### src/rtl/cci_mpf_prim_fifo_deq_unpack_pkg.sv
// Shared helpers for the FIFO dequeue/unpack stage. Types stay local to the
// module because their widths follow its parameters.
package cci_mpf_prim_fifo_deq_unpack_pkg;

    // Maps a logical chunk number to its slot position within the FIFO entry.
    function automatic int chunk_slot(input int k, input int n_chunks, input int msb_first);
        return (msb_first != 0) ? (n_chunks - 1 - k) : k;
    endfunction

endpackage

### src/rtl/cci_mpf_prim_fifo_deq_unpack.sv
// Splits each wide LUTRAM FIFO head entry into narrow beats on a registered
// valid/ready stream, dequeuing the entry as its final chunk is loaded.
module cci_mpf_prim_fifo_deq_unpack
    import cci_mpf_prim_fifo_deq_unpack_pkg::*;
#(
    parameter int CHUNK_BITS = 64,
    parameter int N_CHUNKS = 8,
    parameter int MSB_FIRST = 0
)
(
    input  logic clk,
    input  logic reset,

    input  logic [N_CHUNKS*CHUNK_BITS-1:0] in_data,
    input  logic [$clog2(N_CHUNKS)-1:0] in_num_chunks,
    input  logic in_notEmpty,
    output logic in_deq,

    output logic [CHUNK_BITS-1:0] out_data,
    output logic out_valid,
    output logic out_last,
    output logic [$clog2(N_CHUNKS)-1:0] out_chunk_idx,
    input  logic out_ready
);

    localparam int IDX_BITS = $clog2(N_CHUNKS);

    typedef logic [CHUNK_BITS-1:0] t_chunk;
    typedef logic [IDX_BITS-1:0] t_chunk_idx;

    t_chunk_idx chunk_idx;
    t_chunk chunks [N_CHUNKS];
    t_chunk cur_chunk;

    logic can_load;
    logic load;
    logic is_last;

    for (genvar k = 0; k < N_CHUNKS; k++) begin : g_chunk
        localparam int SLOT = chunk_slot(k, N_CHUNKS, MSB_FIRST);
        assign chunks[k] = in_data[SLOT*CHUNK_BITS +: CHUNK_BITS];
    end

    assign cur_chunk = chunks[chunk_idx];

    assign can_load = !out_valid || out_ready;
    assign load = can_load && in_notEmpty;
    assign is_last = (chunk_idx == in_num_chunks);

    // Held off during reset so an interrupted entry stays in the FIFO.
    assign in_deq = load && is_last && !reset;

    always_ff @(posedge clk) begin
        if (reset) begin
            out_valid <= 1'b0;
            out_last <= 1'b0;
            out_chunk_idx <= '0;
            chunk_idx <= '0;
        end
        else if (can_load) begin
            out_valid <= in_notEmpty;
            if (in_notEmpty) begin
                out_data <= cur_chunk;
                out_last <= is_last;
                out_chunk_idx <= chunk_idx;
                chunk_idx <= is_last ? '0 : chunk_idx + 1'b1;
            end
        end
    end

    // The head entry must not change shape once its chunks start leaving.
    t_chunk_idx num_chunks_q;

    always_ff @(posedge clk) begin
        num_chunks_q <= in_num_chunks;
        if (!reset && in_notEmpty && (chunk_idx != '0)) begin
            assert (in_num_chunks == num_chunks_q)
            else $fatal(1, "in_num_chunks changed mid-entry");
        end
    end

    // Out-of-range counts are only encodable when N_CHUNKS is not a power of 2.
    if ((1 << IDX_BITS) != N_CHUNKS) begin : g_range_chk
        always_ff @(posedge clk) begin
            if (!reset && in_notEmpty) begin
                assert (int'(in_num_chunks) <= N_CHUNKS - 1)
                else $fatal(1, "in_num_chunks exceeds N_CHUNKS-1");
            end
        end
    end

endmodule

### config.mk
export PLATFORM = sky130hd
export DESIGN_NAME = cci_mpf_prim_fifo_deq_unpack
export DESIGN_NICKNAME = d
export VERILOG_FILES = /design/src/rtl/cci_mpf_prim_fifo_deq_unpack_pkg.sv /design/src/rtl/cci_mpf_prim_fifo_deq_unpack.sv
export SDC_FILE = /design/constraint.sdc
export NUM_CORES = 1
export LEC_CHECK = 0
export BUFFER_PORTS_ARGS = -buffer_cell sky130_fd_sc_hd__buf_4
export CORE_AREA = 2 2 228 230
export DETAILED_ROUTE_END_ITERATION = 7
export DIE_AREA = 0 0 230 232
export HOLD_SLACK_MARGIN = 0.12
export PLACE_DENSITY_LB_ADDON = 0.2
export SYNTH_ARGS = -nofsm -noshare
export SYNTH_HDL_FRONTEND = slang
export SYNTH_SLANG_ARGS = --single-unit
### constraint.sdc
create_clock -name clk -period 6.35 [get_ports clk]
set_input_delay 1.27 -clock clk [delete_from_list [all_inputs] [get_ports clk]]
set_output_delay 1.27 -clock clk [all_outputs]
set_load 0.02 [all_outputs]
Word-level counts from Yosys, hierarchy flattened
Cells that the tools add are included.
{"block": "word_totals", "wordCells": 22, "in_bits": 519, "out_inout_bits": 70, "reg_bits": 72}
{"block": "classes", "n_reduce_logical": 8, "bitwise": 2, "muxes": 4, "n_addsub": 1, "eq_ne": 1, "magnitude_cmp": 1}
{"op": "binary-select mux 64 bit (select 3 bit)", "n": 1}
{"op": "2-to-1 mux 64 bit", "n": 2}
{"op": ">= comparator 4 bit, second input constant", "n": 1}
{"op": "NOT 3 -> 4 bit", "n": 1}
{"op": "adder 3 x 1 -> 3 bit, second input constant", "n": 1}
{"op": "== test 3 bit", "n": 1}
{"op": "logical AND 1 bit", "n": 3}
{"op": "2-to-1 mux 3 bit", "n": 1}
{"op": "AND reduction 3 bit", "n": 1}
{"op": "logical NOT 1 bit", "n": 2}
{"op": "AND reduction 2 bit", "n": 1}
{"op": "logical OR 1 bit", "n": 1}
{"op": "NOT 1 bit", "n": 1}

Longest topological paths before layout
{"block": "logic_depth", "word_depth": 5, "mapped_depth": 6, "depth_no_buf": 4}

Least setup slack after synthesis
Ideal clock, no wire load.
{"block": "synth_path", "path_type": "input to register", "from": "input port out_ready", "to": "register out_data[0], enable pin", "arrival_time_ns": 4.417, "required_time_ns": 5.863, "setup_time_ns": 0.487, "path_buffers": 1, "stages": 4, "slack_ns": 1.446, "path_cell_list": "nand2b_1 > nand2_1 > clkbuf_1 > nor2_1"}
{"block": "synth_between", "elab_chain_cells": 2}
{"element": "start, declared", "line_no": "cci_mpf_prim_fifo_deq_unpack.sv:23", "rtl": "input logic out_ready"}
{"element": "logical OR 1 bit", "line_no": "cci_mpf_prim_fifo_deq_unpack.sv:46", "rtl": "assign can_load = !out_valid || out_ready;"}
{"element": "AND reduction 3 bit (no line)"}
{"element": "end signal, assigned", "line_no": "cci_mpf_prim_fifo_deq_unpack.sv:63", "rtl": "out_data <= cur_chunk;"}
{"element": "end, declared", "line_no": "cci_mpf_prim_fifo_deq_unpack.sv:19", "rtl": "output logic [CHUNK_BITS-1:0] out_data,"}
No other way between the ends.
A chain may end at the register's enable or synchronous reset.

Worst setup path after layout
{"block": "layout_path", "from": "input port out_ready", "to": "output port in_deq"}
{"block": "layout_between", "elab_chain_cells": 4}
{"element": "logical OR 1 bit", "line_no": "cci_mpf_prim_fifo_deq_unpack.sv:46"}
{"element": "logical AND 1 bit", "line_no": "cci_mpf_prim_fifo_deq_unpack.sv:47", "rtl": "assign load = can_load && in_notEmpty;"}
{"element": "logical AND 1 bit (2 in a row)", "line_no": "cci_mpf_prim_fifo_deq_unpack.sv:51", "rtl": "assign in_deq = load && is_last && !reset;"}
{"element": "end, declared", "line_no": "cci_mpf_prim_fifo_deq_unpack.sv:17", "rtl": "output logic in_deq,"}
No other way between the ends.

==> reports/metrics.sh <==
CRITPATHARRIVALTIME_NS=2.28
SYN_TO_FINAL_GROWTH_PCT=88.38
IO_BUFFERS=588
OUTCOME='complete, no violations'
FINAL_NETS=1424
NETLIST_AREA_UM2=6105
DIE_H_UM=232
PLACEABLECOREAREA_UM2=50890
GRT_ANTENNA_BEFORE_REPAIR=0
IRDROPWORSTVDD_V=0.0001160
DIEWIDTH_UM=230
TIMING_WORST_SLEW_PIN_VALUE_NS=1.043
GRTUSAGETOTAL_PCT=11.28
CLOCK-ROOT-BUFFER='clkbuf_16'
DRCVIOLATIONCOUNT=0
POSTCTSRESIZEDCELLS=0
YS_WARN_COUNT=0
GRT_START_MAX_NET_PINS=65
PATH_CLK_SLEW_NS=0.06
PLACE_AREA_UM2=11220
SYNTHCELLS=337
TIMING.FINAL.MAX_SLEW_VIOLATIONS=0
POWER.DENSITY_CELL_AREA_nW_PER_UM2=152.6
DRIVE_GT1_SHARE_PCT=88.56
FINALWEIGHTEDCONGESTION=0.8253
NUM_IO_PINS=589
CLKSINKCOUNT=72
WORST_HOLD_PATH_TYPE='flop to flop'
YOSYSSEQAREASHARE_PCT=34.11
HPWLAFTERDP_UM=25220
NUM_VIAS=5945
FILL_CELLS=5469
HOLD_BUFFERS=0
SETUP_TNS_NS=0
FINAL_PERIOD_MINUS_WORST_SETUP_SLACK_NS=3.550
PLACEMENT_ROWS=83
POST_SYNTH.CELL_AREA_AVG_UM2=18.11
CRITPATHLAUNCHTYPE='input port'
FIN_AREA_UM2=11500
CTS_SETUP_BUFFERS=0
DISTINCT_CELL_TYPE_COUNT_OF_THE_SYNTHESIZED_NETLIST=22
NUMCTSBUFFERS=9
CTS.PATH.MAX_BUFFERS=2
OVERFLOW=0
CLOCK_INSERTION_DELAY_WORST_SKEW_NS=0.38
CRIT_FANOUT=6
FINAL-HOLD-VIOLATION-COUNT=0
FIRST_GLOBAL_VIAS=6482
H-TREE-DEPTH=3
TOTAL_LEAKAGE_POWER_nW=4.641
DIE_AREA_UM2=53360
VIAS_PER_CELL=3.739
TRITONCTS_CLOCK_TREE='built'
NUMBER_OF_DETAILED_ROUTE_ITERATIONS_IN_THE_FIRST_PASS=4
FINAL-SETUP-VIOL-COUNT=0
WORST_SETUP_PATH_END_KIND='primary output'
FIN_SKEW_NS=0.01034
SYNTH-SEQ-CELLS=72
CAP_VIOLATIONS=0
WIRE_LENGTH_OF_THE_FIRST_GLOBAL_ROUTING_PASS_UM=43460
ROUTEDWLPERCELL_UM=19.59
POST-ROUTE-PERIOD-UTIL_PCT=55.91
PEAK_CLOCK_FREQUENCY_SUPPORTED_BY_TIMING_MHz=281.7
STARTING_UTILIZATION_OF_THE_CORE_AREA_PCT=12.00
CRITICALPATHCATEGORY='input port to primary output'
DETAIL_ROUTE.WIRELENGTH_UM=31150
CP.REQUIRED_NS=5.08
RSZ_0062_RAISED_AFTER_GLOBAL_ROUTING='false'
DRT-INITIAL-DRC-COUNT=180
MAX-SLEW-MARGIN-REL_PCT=30.45
ANTENNA_LEFT=0
SYN_NETS=857
## synth_stat cells
| master | count | area share [%] |
|---|---|---|
| a21oi_1 | 7 | 0.57 |
| buf_1 | 4 | 0.25 |
| buf_2 | 12 | 0.98 |
| buf_6 | 9 | 1.7 |
| clkbuf_1 | 15 | 0.92 |
| dfxtp_1 | 8 | 2.6 |
| edfxtp_1 | 64 | 31 |
| ha_1 | 1 | 0.20 |
| inv_1 | 1 | 0.061 |
| mux2_2 | 64 | 12 |
| mux2i_1 | 1 | 0.16 |
| mux4_2 | 128 | 47 |
| nand2_1 | 8 | 0.49 |
| nand2b_1 | 1 | 0.10 |
| nand3_1 | 4 | 0.33 |
| nand4_1 | 1 | 0.10 |
| nor2_1 | 2 | 0.12 |
| nor3_1 | 1 | 0.082 |
| nor4b_1 | 1 | 0.14 |
| or2_1 | 1 | 0.10 |
| or3b_1 | 1 | 0.14 |
| xnor2_1 | 3 | 0.43 |
## layer usage
| metal | GRT usage (%) | share of wire [%] | up-vias |
|---|---|---|---|
| met2 | 19.52 | 52 | 318 |
| met3 | 3.929 | 8.9 | 19 |
| met5 | 0 | 0 | - |
| li1 | - | - | 2644 |
| met1 | 13.24 | 38 | 2964 |
| met4 | 2.964 | 1.5 | 0 |
## power by group
part / switching [W] / internal (W)
combinational: 0.000214 / 0.000430
sequential: 0.0000209 / 0.000556
clock: 0.000232 / 0.000303
## flip-flops by register name, indices dropped and copies added, names as in the netlist
register	cells
chunk_idx	3
out_chunk_idx	3
out_last	1
out_valid	1
out_data	64
## logic make-up (layout without fill, tap and decap cells)
kind of cell | count (synthesis) | after routing | share of synthesized area, %
buffers and inverters | 41 | 613 | 3.874
DFF | 72 | 72 | 34.11
other | 0 | 1 | 0
AOI/OAI and AO/OA | 7 | 7 | 0.5738
and+or+nand+nor | 20 | 20 | 1.619
adders and majority gates | 1 | 1 | 0.2049
muxes | 193 | 193 | 59.19
xor gates and xnor gates | 3 | 3 | 0.4305
## cells in the final DEF (no fill, tap or decap), drive strengths merged
cell    instances
buf           596
mux4          128
mux2           64
edfxtp         64
clkbuf         12
nand2           8
dfxtp           8
a21oi           7
nand3           4
xnor2           3
clkinv          3
nor2            2
diode           1
nand2b          1
nor3            1
nand4           1
or3b            1
inv             1
or2             1
mux2i           1
nor4b           1
ha              1
bufinv          1
## area by class of cell
type	instances	area, um^2	share of cell area, %
Clock buffer	12	236.5	2.056
Tap cell	680	850.8	7.399
Timing Repair Buffer	596	4474	38.91
Inverter	1	3.754	0.03264
Antenna cell	1	2.502	0.02176
Multi-Input combinational cell	224	3794	32.99
Clock inverter	4	45.04	0.3917
Sequential cell	72	2093	18.20
## through the flow
stage	hold WS [ns]	setup slack [ns]	cells	utilization (%)	total power, W
finish	0.4576	2.800	1590	22.60	0.001755
global route	0.4751	2.763	1589	22.59	0.001858
CTS	0.4594	2.828	1589	22.59	0.001811
detailed placement	0.4502	2.846	1573	22.04	0.001243
global placement	0.4524	2.876	1573	22.04	0.001244
floorplan	0.5345	1.446	337	-	0.0009027
## worst paths after layout
kind | startpoint | to | slack (ns) | cells past startpoint
min | out_chunk_idx[2]$_SDFFE_PP0P_ | out_chunk_idx[2]$_SDFFE_PP0P_ | 0.46 | 2
min reg2reg | out_chunk_idx[2]$_SDFFE_PP0P_ | out_chunk_idx[2]$_SDFFE_PP0P_ | 0.46 | 2
max reg2reg | chunk_idx[0]$_SDFFE_PP0P_ | out_data[10]$_DFFE_PP_ | 3.13 | 4
max | out_ready | in_deq | 2.80 | 5
## worst max-delay path: stages
cell and delay, ns:
buf_4 0.08, nand2b_1 0.38, nand2_1 0.14, nor3_1 0.21, buf_4 0.19
Power figures use the tool's default switching activity.
